<file path="src/rtl/cd_rx_page_pkg.sv">
// Shared types and constants for the receive page manager.
package cd_rx_page_pkg;

    localparam int PAGES_MIN    = 2;
    localparam int PAGES_MAX    = 8;
    localparam int ENTRY_PAGE_W = 4;

    localparam logic [7:0] FLAG_OK = 8'h00;

    // Page field is sized for the largest legal page index; users narrow it on read.
    typedef struct packed {
        logic [ENTRY_PAGE_W-1:0] page;
        logic [7:0]              flags;
    } rx_page_entry_t;

endpackage

</file>
<file path="src/rtl/cd_rx_page_fifo.sv">
// Circular FIFO of completed {page, flags} entries with a registered head view.
module cd_rx_page_fifo
    import cd_rx_page_pkg::*;
#(
    parameter int DEPTH   = 3,
    parameter int PAGE_AW = 3
) (
    input  logic               clk,
    input  logic               reset,
    input  logic               clear,
    input  logic               push,
    input  rx_page_entry_t     push_data,
    input  logic               pop,
    output rx_page_entry_t     head,
    output logic               valid,
    output logic [PAGE_AW:0]   count
);

    localparam logic [PAGE_AW:0]   DEPTH_C = (PAGE_AW+1)'(DEPTH);
    localparam logic [PAGE_AW-1:0] LAST_C  = PAGE_AW'(DEPTH-1);

    rx_page_entry_t     mem [DEPTH];
    logic [PAGE_AW-1:0] rd_ptr, wr_ptr, rd_ptr_nx, wr_ptr_nx;
    logic [PAGE_AW:0]   count_nx;
    logic               do_push, do_pop;
    rx_page_entry_t     head_nx;

    function automatic logic [PAGE_AW-1:0] ptr_inc(input logic [PAGE_AW-1:0] p);
        return (p == LAST_C) ? '0 : p + 1'b1;
    endfunction

    always_comb begin
        do_pop    = pop && (count != '0);
        do_push   = push && ((count != DEPTH_C) || do_pop);
        rd_ptr_nx = rd_ptr;
        wr_ptr_nx = wr_ptr;
        count_nx  = count;
        if (clear) begin
            rd_ptr_nx = '0;
            wr_ptr_nx = '0;
            count_nx  = '0;
        end else begin
            if (do_pop)  rd_ptr_nx = ptr_inc(rd_ptr);
            if (do_push) wr_ptr_nx = ptr_inc(wr_ptr);
            if (do_push && !do_pop)      count_nx = count + 1'b1;
            else if (do_pop && !do_push) count_nx = count - 1'b1;
        end
        // The entry being written this cycle may itself become the new head.
        head_nx = '0;
        head_nx.flags = FLAG_OK;
        if (count_nx != '0) begin
            if (do_push && !clear && (wr_ptr == rd_ptr_nx)) head_nx = push_data;
            else                                            head_nx = mem[rd_ptr_nx];
        end
    end

    always_ff @(posedge clk) begin
        if (do_push && !clear && !reset) mem[wr_ptr] <= push_data;
    end

    always_ff @(posedge clk) begin
        if (reset) begin
            rd_ptr <= '0;
            wr_ptr <= '0;
            count  <= '0;
            valid  <= 1'b0;
            head   <= '0;
        end else begin
            rd_ptr <= rd_ptr_nx;
            wr_ptr <= wr_ptr_nx;
            count  <= count_nx;
            valid  <= (count_nx != '0);
            head   <= head_nx;
        end
    end

endmodule

</file>
<file path="src/rtl/cd_rx_page_ctrl.sv">
// Receive RAM page manager: writer page, free pool, ready FIFO and overrun accounting.
module cd_rx_page_ctrl
    import cd_rx_page_pkg::*;
#(
    parameter int PAGES   = 4,
    parameter int PAGE_AW = 3
) (
    input  logic               clk,
    input  logic               reset,
    input  logic               rx_switch,
    input  logic [7:0]         rx_flags,
    output logic [PAGE_AW-1:0] wr_page,
    output logic               rd_valid,
    output logic [PAGE_AW-1:0] rd_page,
    output logic [7:0]         rd_flags,
    input  logic               rd_release,
    input  logic               rd_clean,
    output logic [PAGE_AW:0]   pend_cnt,
    output logic [PAGE_AW:0]   free_cnt,
    output logic               rx_lost,
    output logic [7:0]         lost_cnt,
    input  logic               lost_clr
);

    if (PAGES < PAGES_MIN || PAGES > PAGES_MAX || (1 << PAGE_AW) < PAGES ||
        PAGE_AW > ENTRY_PAGE_W) begin : g_param_check
        $error("cd_rx_page_ctrl: illegal PAGES/PAGE_AW combination");
    end

    localparam logic [PAGE_AW:0]  FREE_RST  = (PAGE_AW+1)'(PAGES-1);
    localparam logic [PAGES-1:0]  POOL_RST  = {{(PAGES-1){1'b1}}, 1'b0};

    logic [PAGES-1:0]   free_q, free_rel, free_nx;
    logic [PAGE_AW:0]   free_cnt_nx;
    logic [PAGE_AW-1:0] alloc_page;
    logic               alloc_found, release_ok, switch_ok, lost_nx;
    rx_page_entry_t     push_data, head;

    assign release_ok = rd_release && rd_valid;

    always_comb begin
        // The release is applied before allocation so its page can be reused at once.
        free_rel = free_q;
        if (release_ok) free_rel[rd_page] = 1'b1;

        alloc_found = 1'b0;
        alloc_page  = '0;
        for (int i = PAGES - 1; i >= 0; i--) begin
            if (free_rel[i]) begin
                alloc_found = 1'b1;
                alloc_page  = PAGE_AW'(i);
            end
        end

        switch_ok = rx_switch && alloc_found && !rd_clean;
        lost_nx   = rx_switch && !alloc_found && !rd_clean;

        if (rd_clean) begin
            free_nx = '1;
            free_nx[wr_page] = 1'b0;
        end else begin
            free_nx = free_rel;
            if (switch_ok) free_nx[alloc_page] = 1'b0;
        end

        free_cnt_nx = '0;
        for (int i = 0; i < PAGES; i++) begin
            free_cnt_nx = free_cnt_nx + (PAGE_AW+1)'(free_nx[i]);
        end

        push_data       = '0;
        push_data.page  = ENTRY_PAGE_W'(wr_page);
        push_data.flags = rx_flags;
    end

    cd_rx_page_fifo #(
        .DEPTH   (PAGES - 1),
        .PAGE_AW (PAGE_AW)
    ) u_fifo (
        .clk       (clk),
        .reset     (reset),
        .clear     (rd_clean),
        .push      (switch_ok),
        .push_data (push_data),
        .pop       (release_ok && !rd_clean),
        .head      (head),
        .valid     (rd_valid),
        .count     (pend_cnt)
    );

    assign rd_page  = PAGE_AW'(head.page);
    assign rd_flags = head.flags;

    always_ff @(posedge clk) begin
        if (reset) begin
            wr_page  <= '0;
            free_q   <= POOL_RST;
            free_cnt <= FREE_RST;
            rx_lost  <= 1'b0;
            lost_cnt <= 8'd0;
        end else begin
            free_q   <= free_nx;
            free_cnt <= free_cnt_nx;
            rx_lost  <= lost_nx;
            if (switch_ok) wr_page <= alloc_page;
            if (lost_clr)                         lost_cnt <= {7'd0, lost_nx};
            else if (lost_nx && lost_cnt != 8'hff) lost_cnt <= lost_cnt + 8'd1;
        end
    end

endmodule

</file>
<file path="config.mk">
export PLATFORM = sky130hd
export DESIGN_NAME = cd_rx_page_ctrl
export DESIGN_NICKNAME = d
export VERILOG_FILES = /design/src/rtl/cd_rx_page_pkg.sv /design/src/rtl/cd_rx_page_fifo.sv /design/src/rtl/cd_rx_page_ctrl.sv
export SDC_FILE = /design/constraint.sdc
export NUM_CORES = 1
export LEC_CHECK = 0
export CORE_MARGIN = 4
export CORE_UTILIZATION = 56
export CTS_CLUSTER_SIZE = 25
export DETAILED_ROUTE_END_ITERATION = 8
export PLACE_DENSITY_LB_ADDON = 0.12
export SETUP_SLACK_MARGIN = 0.15
export SYNTH_ARGS = -nofsm -noshare
export SYNTH_HDL_FRONTEND = slang
export SYNTH_SLANG_ARGS = --single-unit
export TNS_END_PERCENT = 30
</file>
<file path="constraint.sdc">
create_clock -name clk -period 4.08 [get_ports clk]
set_clock_uncertainty 0.15 [all_clocks]
set_input_delay 0.612 -clock clk [delete_from_list [all_inputs] [get_ports clk]]
set_output_delay 0.612 -clock clk [all_outputs]
set_load 0.01 [all_outputs]
</file>
After elaboration in Yosys (flattened, before gate mapping):

Memory sizes are Yosys's and may differ from the RTL's.
Index checks and enable logic that the tools add are counted.

* logic and storage cells: 95
* flip-flop bits (word level): 42
* memories kept: 1
* bits of input ports: 14
* RAM bits: 33
* output and inout bits: 32

Memory list
* u_fifo.mem: words 3, bits a word 11, rd ports 1, clocked after Yosys merged registers in 0, write ports 1, RTL line cd_rx_page_fifo.sv:22 `rx_page_entry_t mem [DEPTH];`

* magnitude comparators: 6
* reduce and logical (&&, ||, !) cells: 29
* $add $sub $neg: 8
* mux-type cells: 29
* bitwise logic cells: 5
* equality and inequality tests: 5

Operator list (count)
* two-way mux 4 bit: 6
* two-way mux 3 bit: 7
* logical AND 1 bit: 17
* two-way mux 1 bit: 11
* two-way mux 11 bit: 1
* >= comparator 3 x 1 -> 1 bit, second input constant: 3
* < comparator 3 bit, second input constant: 3
* adder 8 x 1 -> 8 bit, second input constant: 1
* inequality test 8 bit, second input constant: 1
* inverter 4 bit: 2
* nonzero test 4 bit: 2
* adder 3 x 1 -> 3 bit, second input constant: 2
* demux 1 bit (select 2 bit): 3
* == test 3 x 2 -> 1 bit, second input constant: 2
* OR reduction 2 bit: 3
* zero test 1 bit: 5
* adder 3 x 1 -> 4 bit: 1
* adder 4 x 1 -> 4 bit, second input constant: 1
* bitwise AND 4 bit: 1
* inequality test 4 x 2 -> 1 bit, second input constant: 1
* OR 4 bit: 1
* subtractor 4 x 1 -> 4 bit, second input constant: 1
* adder 2 x 1 -> 3 bit: 1
* == test 3 bit: 1
* other kinds (5): 5

Longest topological paths before layout:

Gate-level depths: netlist of run 1.

* depth after elaboration: 21
* mapped depth: 11

Modules after synthesis:

From an unflattened synthesis of run 1, not the netlist that was laid out.

* cell total of the unflattened synthesis: 338
* area, all modules: 3673.5 µm²

By module, submodules not included
* cd_rx_page_fifo: cells an instance 219, times used 1, area an instance 2650.0 µm², sequential area each 1541.5 µm²
* cd_rx_page_ctrl: cells an instance 119, times used 1, area an instance 1023.5 µm², sequential area each 360.3 µm²

Worst setup path after synthesis of run 1:

OpenSTA, ideal clock, no wires.

* path type: in2reg
* from: in rd_clean
* to: reg free_cnt[1]
* arrival: 2.962 ns
* buffers on the path: 4
* slack: 0.845 ns
* stages: 10
* required time: 3.807 ns
* library setup time: 0.123 ns
* cells stage by stage: clkbuf_8 > clkbuf_1 > clkbuf_1 > clkbuf_1 > a221oi_1 > a31oi_1 > fa_1 > ha_1 > ha_1 > or2_2

* elaborated cells between the ends (all ways): 7
* classes of those cells: 3 x add/sub; 2 x mux; 2 x reduce/logical

RTL lines
* from (decl): RTL line cd_rx_page_ctrl.sv:17 `input logic rd_clean,`
* zero test 1 bit: RTL line cd_rx_page_ctrl.sv:55 `switch_ok = rx_switch && alloc_found && !rd_clean;`
* logical AND 1 bit: RTL line cd_rx_page_ctrl.sv:55
* two-way mux 4 bit: RTL line cd_rx_page_ctrl.sv:63 `if (switch_ok) free_nx[alloc_page] = 1'b0;`
* two-way mux 4 bit *: RTL line cd_rx_page_ctrl.sv:58 `if (rd_clean) begin`
* net free_nx[3]: RTL line cd_rx_page_ctrl.sv:33 `logic [PAGES-1:0] free_q, free_rel, free_nx;`
* adder 3 x 1 -> 4 bit *: RTL line cd_rx_page_ctrl.sv:68 `free_cnt_nx = free_cnt_nx + (PAGE_AW+1)'(free_nx[i]);`
* net free_cnt_nx[1]: RTL line cd_rx_page_ctrl.sv:34 `logic [PAGE_AW:0] free_cnt_nx;`
* to (signal assigned): RTL line cd_rx_page_ctrl.sv:103 `free_cnt <= free_cnt_nx;`
* to (decl): RTL line cd_rx_page_ctrl.sv:19 `output logic [PAGE_AW:0] free_cnt,`

Mark *: on every way through the listed nets, which the timed path passes. The rest lies on a longest branch.
A chain may end at the register's enable or synchronous reset.

Worst setup path after layout of run 1:

* from: reg u_fifo.count[0]
* to: reg u_fifo.head[7] (netlist name)

* cells in the longest elaborated chain, start to end: 12
* elaborated cells between the ends (all ways): 24
* classes of those cells: 2 x add/sub; 2 x eq/ne; 6 x mux; 1 x bitwise; 12 x reduce/logical; 1 x memory

Ends and longest elaborated chain
* from (decl): RTL line cd_rx_page_fifo.sv:16 `output logic [PAGE_AW:0] count`
* from (signal assigned): RTL line cd_rx_page_fifo.sv:71 `count <= count_nx;`
* nonzero test 4 bit: RTL line cd_rx_page_fifo.sv:33 `do_pop = pop && (count != '0);`
* logical AND 1 bit: RTL line cd_rx_page_fifo.sv:33
* logical OR 1 bit: RTL line cd_rx_page_fifo.sv:34 `do_push = push && ((count != DEPTH_C) || do_pop);`
* logical AND 1 bit: RTL line cd_rx_page_fifo.sv:34
* zero test 1 bit: RTL line cd_rx_page_fifo.sv:46 `else if (do_pop && !do_push) count_nx = count - 1'b1;`
* logical AND 1 bit: RTL line cd_rx_page_fifo.sv:46
* two-way mux 4 bit: RTL line cd_rx_page_fifo.sv:46
* two-way mux 4 bit: RTL line cd_rx_page_fifo.sv:45 `if (do_push && !do_pop) count_nx = count + 1'b1;`
* two-way mux 4 bit: RTL line cd_rx_page_fifo.sv:38 `if (clear) begin`
* nonzero test 4 bit: RTL line cd_rx_page_fifo.sv:51 `if (count_nx != '0) begin`
* inverter 1 bit (no line)
* OR reduction 2 bit (no line)

Several ways; a longest one is shown, not always the timed one.

==> flow_metrics.tcl, run 1 <==
set metrics [dict create \
    path_max_fanout 15 \
    crit_required_ns 4.17 \
    syn_to_final_growth_pct 17.1 \
    rows 29 \
    syn_area_mm2 0.00378 \
    ys_async_sr_fraction_pct 0 \
    startpoint "u_fifo.count[0]" \
    max_cap_viol_count 0 \
    hp-class "register to register" \
    max-slew-margin-rel_pct 19.9 \
    grt_overflow 0 \
    hold_viol_final 0 \
    post_cts_buffers 0 \
    critPathTopFamily "compound AO/OA/AOI/OAI gates" \
    io_pins 46 \
    rr_startpoint "u_fifo.count[0]" \
    antenna_found_initial 0 \
    worst_pin_slew_ns 1.19 \
    drc 0 \
    first_pass_iters 5 \
    rsz0062_at_grt "no" \
    cts_tree "done" \
    fin_crit_ns 3.30 \
    crit_chain "inv_1 > ha_1 > or3b_1 > a41oi_4 > a21oi_2 > a2111o_1 > nor3_1 > a211oi_2" \
    status "complete, no violations" \
    ant_nets 0 \
    layout-drive-gt1-share_pct 15.9 \
    grt_first_pass_wirelength_um 15700 \
    cts_buffers 9 \
    ys_seq_elements 69 \
    synth_cell_types 64 \
    dieArea_mm2 0.00814 \
    wl_per_cell_um 18.5 \
    cts_sinks 69 \
    routed_via_density 6.33 \
    hp-start "lost_cnt[1]" \
    finalPower_uw 1490 \
    grtUsageTotal_pct 23.9 \
    layout_commonest_cell "clkdlybuf4s50_1" \
    setup_tns_ns 0 \
    start_util_pct 58.6 \
    drv_slew 0 \
    cts_root_buf "clkbuf_8" \
    cts_resized 0 \
    crit_slowest_cell "or3b_1" \
    synth_cells 387 \
    post_dp_cell_area_mm2 0.00425 \
    htree_levels 3 \
    crit_buf_inv 1 \
    stdcell_area_mm2 0.00443 \
    worstSkewPairLatency_ns 0.36 \
    worstSetupEndpointType "register" \
    vias 3229 \
    synth_seq_area_share_pct 44.4 \
    grt_max_degree 26 \
    critPathArrivalTime_ns 3.39 \
    cts_hold_buf 0 \
    num_antenna_cells 0 \
    yosys_warnings 0 \
    clkSlewWorstSetupHoldPaths_ns 0.08 \
    whs_ns 0.413 \
    hpwl_um 6240 \
    synth_top_flop_cell "dfxtp_1" \
    power_density_mw_per_mm2 336 \
    routabilityCongestion 0.855 \
    num-nets-final 448 \
    period_share_pct 80.9 \
    syn_avg_cell_area_um2 9.78 \
    timing.fmax_ghz 0.303 \
    routed_wirelength_um 9440 \
    drt_iter0_drc 277 \
    grt_pass1_vias 3142 \
    core_mm2 0.00646 \
    worst_path_largest_cell_delay_ns 0.67 \
    final_cell_mix "clkdlybuf4s50_1 (42), nor2_1 (39), dfxtp_1 (39)" \
    cts_buffer_depth 2 \
    setup_viol 0 \
    die_x_um 90.2 \
    irDropWorstVdd_mv 0.219 \
    io_buffers 42 \
    synth-edff-count 30 \
    worstSetupPathType "register to register" \
    die_h_um 90.2 \
    cp-start-kind "register" \
    power_leakage_uw 0.00151 \
]
## synth_stat cells, drive strengths merged, types with 2 or more instances
cell type,number,area [um2]
nor2,39,146
mux2i,2,20.0
buf,11,105
nand2b,3,18.8
a311oi,3,26.3
inv,10,37.5
xnor2,6,52.6
a211o,10,87.6
or3,6,40.0
nor3,39,210
and4,2,17.5
a21boi,10,75.1
nor3b,3,27.5
nand4,2,12.5
o21ai,16,87.6
nand2,13,51.3
or2,7,43.8
a32o,9,90.1
clkbuf,20,98.9
ha,5,62.6
nor4b,2,23.8
a21oi,28,144
edfxtp,30,901
nand3,3,15.0
a211oi,6,65.1
a221oi,3,32.5
a31oi,5,46.3
dfxtp,39,781
a31o,2,17.5
o31ai,2,15.0
nor2b,16,100
nor4,14,87.6
xor2,5,43.8
## worst register-to-register path: stages, from the launching register on
cell and delay [ns]:
dfxtp_1 0.37, inv_1 0.13, ha_1 0.23, or3b_1 0.67, a41oi_4 0.55, a21oi_2 0.16
a2111o_1 0.58, nor3_1 0.26, a211oi_2 0.08
## kinds of logic after synthesis
| family | synth area share (%) |
|---|---|
| buffers and inverters | 6.38 |
| adders and majority gates | 2.18 |
| xor gates and xnor gates | 2.55 |
| AOI/OAI and AO/OA | 21.5 |
| and+or+nand+nor | 22.1 |
| muxes | 0.827 |
| DFF | 44.4 |
| other | 0.0991 |
## flip-flops by register name, summed over array words and instances, names as in the netlist
| signal | flops |
|---|---|
| free_cnt | 3 |
| free_q | 4 |
| lost_cnt | 8 |
| rx_lost | 1 |
| u_fifo.count | 4 |
| u_fifo.head | 10 |
| u_fifo.mem | 30 |
| u_fifo.rd_ptr | 3 |
| u_fifo.valid | 1 |
| u_fifo.wr_ptr | 3 |
| wr_page | 2 |
## metrics by stage
step | utilization (%) | instances | setup WS, ns
after global routing | 68.6 | 510 | 0.591
final | 68.6 | 510 | 0.778
after global placement | 65.8 | 494 | 0.507
after floorplan | - | 389 | 0.845
after CTS | 68.6 | 510 | 0.804
after detailed placement | 65.8 | 494 | 0.453
## power breakdown
part | internal, uW | switching [uW]
clock | 227 | 287
sequential | 740 | 18.7
combinational | 95.3 | 118
total | 1060 | 423
## per-layer routing
metal  track usage (%)  part of all wire [%]  up-vias
li1                  -                     -     1530
met2              36.7                    46      158
met3              6.84                   8.1       16
met4              7.78                   1.3        0
met1              32.5                    44     1525
met5                 0                     0        -
## final cells by class
cell class,instances,area [um2]
tap,77,96.3
sequential,69,1680
fill,498,2030
multi-input combinational,279,1890
clock inverter,7,56.3
clock buffer,9,124
inverter,10,37.5
timing repair buffer,59,548
## final timing paths
path | slack [ns] | depth (start not counted) | to
max | 0.78 | 8 | u_fifo.head[7]
min | 0.41 | 2 | lost_cnt[1]
min reg2reg | 0.41 | 2 | lost_cnt[1]
max reg2reg | 0.78 | 8 | u_fifo.head[7]
No activity file was read; power rests on OpenSTA's default activity.
==> run 2: changes to the inputs <==
==> constraint.sdc (replaced) <==
create_clock -name clk -period 3.3 [get_ports clk]
set_clock_uncertainty 0.15 [all_clocks]
set_input_delay 0.495 -clock clk [delete_from_list [all_inputs] [get_ports clk]]
set_output_delay 0.495 -clock clk [all_outputs]
set_load 0.01 [all_outputs]
==> flow_metrics.tcl, run 2 (synthesized netlist as in run 1, its figures left out) <==
set metrics [dict create \
    routed_wirelength_um 9740 \
    drv_slew 0 \
    worstSetupPathType "primary input to register" \
    r2r_setup_slack_ns 0.38 \
    r2r-end "free_cnt[1]" \
    whs_path_depth 2 \
    top_register "u_fifo.mem" \
    io_pins 46 \
    final_cell_mix "clkdlybuf4s50_1 (40), nor2_1 (39), dfxtp_1 (39)" \
    p_switching_uw 508 \
    irDropWorstVdd_mv 0.297 \
    grtUsageTotal_pct 24.8 \
    antenna_found_initial 0 \
    power_leakage_uw 0.00160 \
    holdPathEnd "lost_cnt[1]" \
    grt_use_met3_pct 5.43 \
    die_h_um 90.2 \
    cts_root_buf "clkbuf_8" \
    max-slew-margin-rel_pct 55.8 \
    whs_ns 0.403 \
    ant_nets 0 \
    dp_cells 507 \
    cts_hold_buf 0 \
    setup_tns_ns 0 \
    gr-max-usage-layer "met2" \
    wl_per_cell_um 18.6 \
    p_int_uw 1320 \
    largest_reg_flops 30 \
    grt_pass1_vias 3141 \
    finalWorstSetupSlack_ns 0.277 \
    hpwl_um 6560 \
    cts_sinks 69 \
    grt_overflow 0 \
    clkSlewWorstSetupHoldPaths_ns 0.07 \
    worstSetupEndpointType "register" \
    routabilityCongestion 0.916 \
    core_mm2 0.00646 \
    setup_viol 0 \
    hp-class "register to register" \
    drt_iter0_drc 271 \
    cts_buffers 9 \
    rr_startpoint "free_q[0]" \
    crit_required_ns 3.38 \
    syn_to_final_growth_pct 20.5 \
    dieArea_mm2 0.00814 \
    power_density_mw_per_mm2 401 \
    cp-start-kind "primary input" \
    rsz0062_at_grt "no" \
    p_comb_share_pct 15.6 \
    io_buffers 42 \
    timing.fmax_ghz 0.331 \
    worstSkewPairLatency_ns 0.35 \
    rows 29 \
    largest_registers "u_fifo.mem: 30 flops, u_fifo.head: 10 flops, lost_cnt: 8 flops" \
    hold_viol_final 0 \
    place_ws_ns -0.176 \
    grt_use_met1_pct 34.5 \
    die_x_um 90.2 \
    first_pass_iters 5 \
    reg2reg_depth 9 \
    grt_first_pass_wirelength_um 16200 \
    layout-drive-gt1-share_pct 19.0 \
    vias 3259 \
    worst_pin_slew_ns 0.661 \
    hp-start "lost_cnt[1]" \
    num-nets-final 463 \
    max_cap_viol_count 0 \
    routed_via_density 6.21 \
    cts_buffer_depth 2 \
    drc 0 \
    period_share_pct 91.6 \
    htree_levels 3 \
    num_antenna_cells 0 \
    finalPower_uw 1830 \
    start_util_pct 58.6 \
    layout_commonest_cell "clkdlybuf4s50_1" \
    clkPwrFrac_pct 33.0 \
    fin_crit_ns 3.02 \
    fin_cells 525 \
    critPathArrivalTime_ns 3.11 \
    cts_tree "done" \
    power_frac_seq_pct 51.4 \
    met2_usage_pct 39.6 \
    path_max_fanout 2 \
    p_sw_share_pct 27.8 \
    status "complete, no violations" \
    grt_max_degree 28 \
]
==> run 2: changes by cell type in the layout (fill, tap and decap cells not counted), moves of 2 or more <==
cell and delta:
clkdlybuf4s50_1 -2, inv_6 -2, clkinv_2 +2, buf_4 +14
==> run 2: worst max-delay path, cell delays in order <==
cell and delay, ns:
dlygate4sd2_1 0.29, nor4b_4 0.30, nand2b_1 0.12, mux2_2 0.29, a221oi_1 0.24, a31oi_1 0.10, fa_1 0.50, ha_1 0.20
ha_1 0.28, or2_2 0.28
==> run 2: worst max path at each step <==
stage | startpoint | slack, ns | endpoint
floorplan | rd_clean | 0.18 | free_cnt[1]
global placement | rd_clean | -0.13 | free_cnt[1]
CTS | rx_switch | 0.16 | free_cnt[1]
detailed placement | rd_clean | -0.18 | free_cnt[1]
global route | rd_clean | 0.16 | free_cnt[1]
finish | rd_clean | 0.28 | free_cnt[1]
==> run 2: metrics by stage <==
stage	util, %	area, um2
after floorplan	-	3790
after global placement	67.5	4360
after detailed placement	67.5	4360
after CTS	70.3	4540
after global routing	70.6	4560
final	70.6	4560
==> run 2: power by group through the flow <==
stage	Clock, uW	Sequential (uW)	Combinational [uW]
detailed placement	0	957	277
global placement	0	957	271
global route	661	943	308
finish	603	939	286
floorplan	0	960	162
CTS	618	938	282
==> run 2: layout make-up <==
cell class / instances / area, um2
Clock buffer: 10 / 128
Clock inverter: 6 / 40.0
Fill cell: 512 / 1900
Inverter: 10 / 37.5
Multi-Input combinational cell: 279 / 1900
Sequential cell: 69 / 1680
Tap cell: 77 / 96.3
Timing Repair Buffer: 74 / 674
==> run 2: repair_timing <==
item / 4_1_cts / 5_1_grt
gates resized for setup: 1 / 5
endpoints found under the setup margin: 1 / 10
pin swaps: 2 / 1
setup buffers: 2 / 0
==> run 2: metal layers <==
| layer | vias to the layer above | wire length (um) |
|---|---|---|
| li1 | 1552 | - |
| met1 | 1553 | 4260 |
| met2 | 149 | 4690 |
| met3 | 5 | 747 |
| met4 | 0 | 38 |
| met5 | - | 0 |
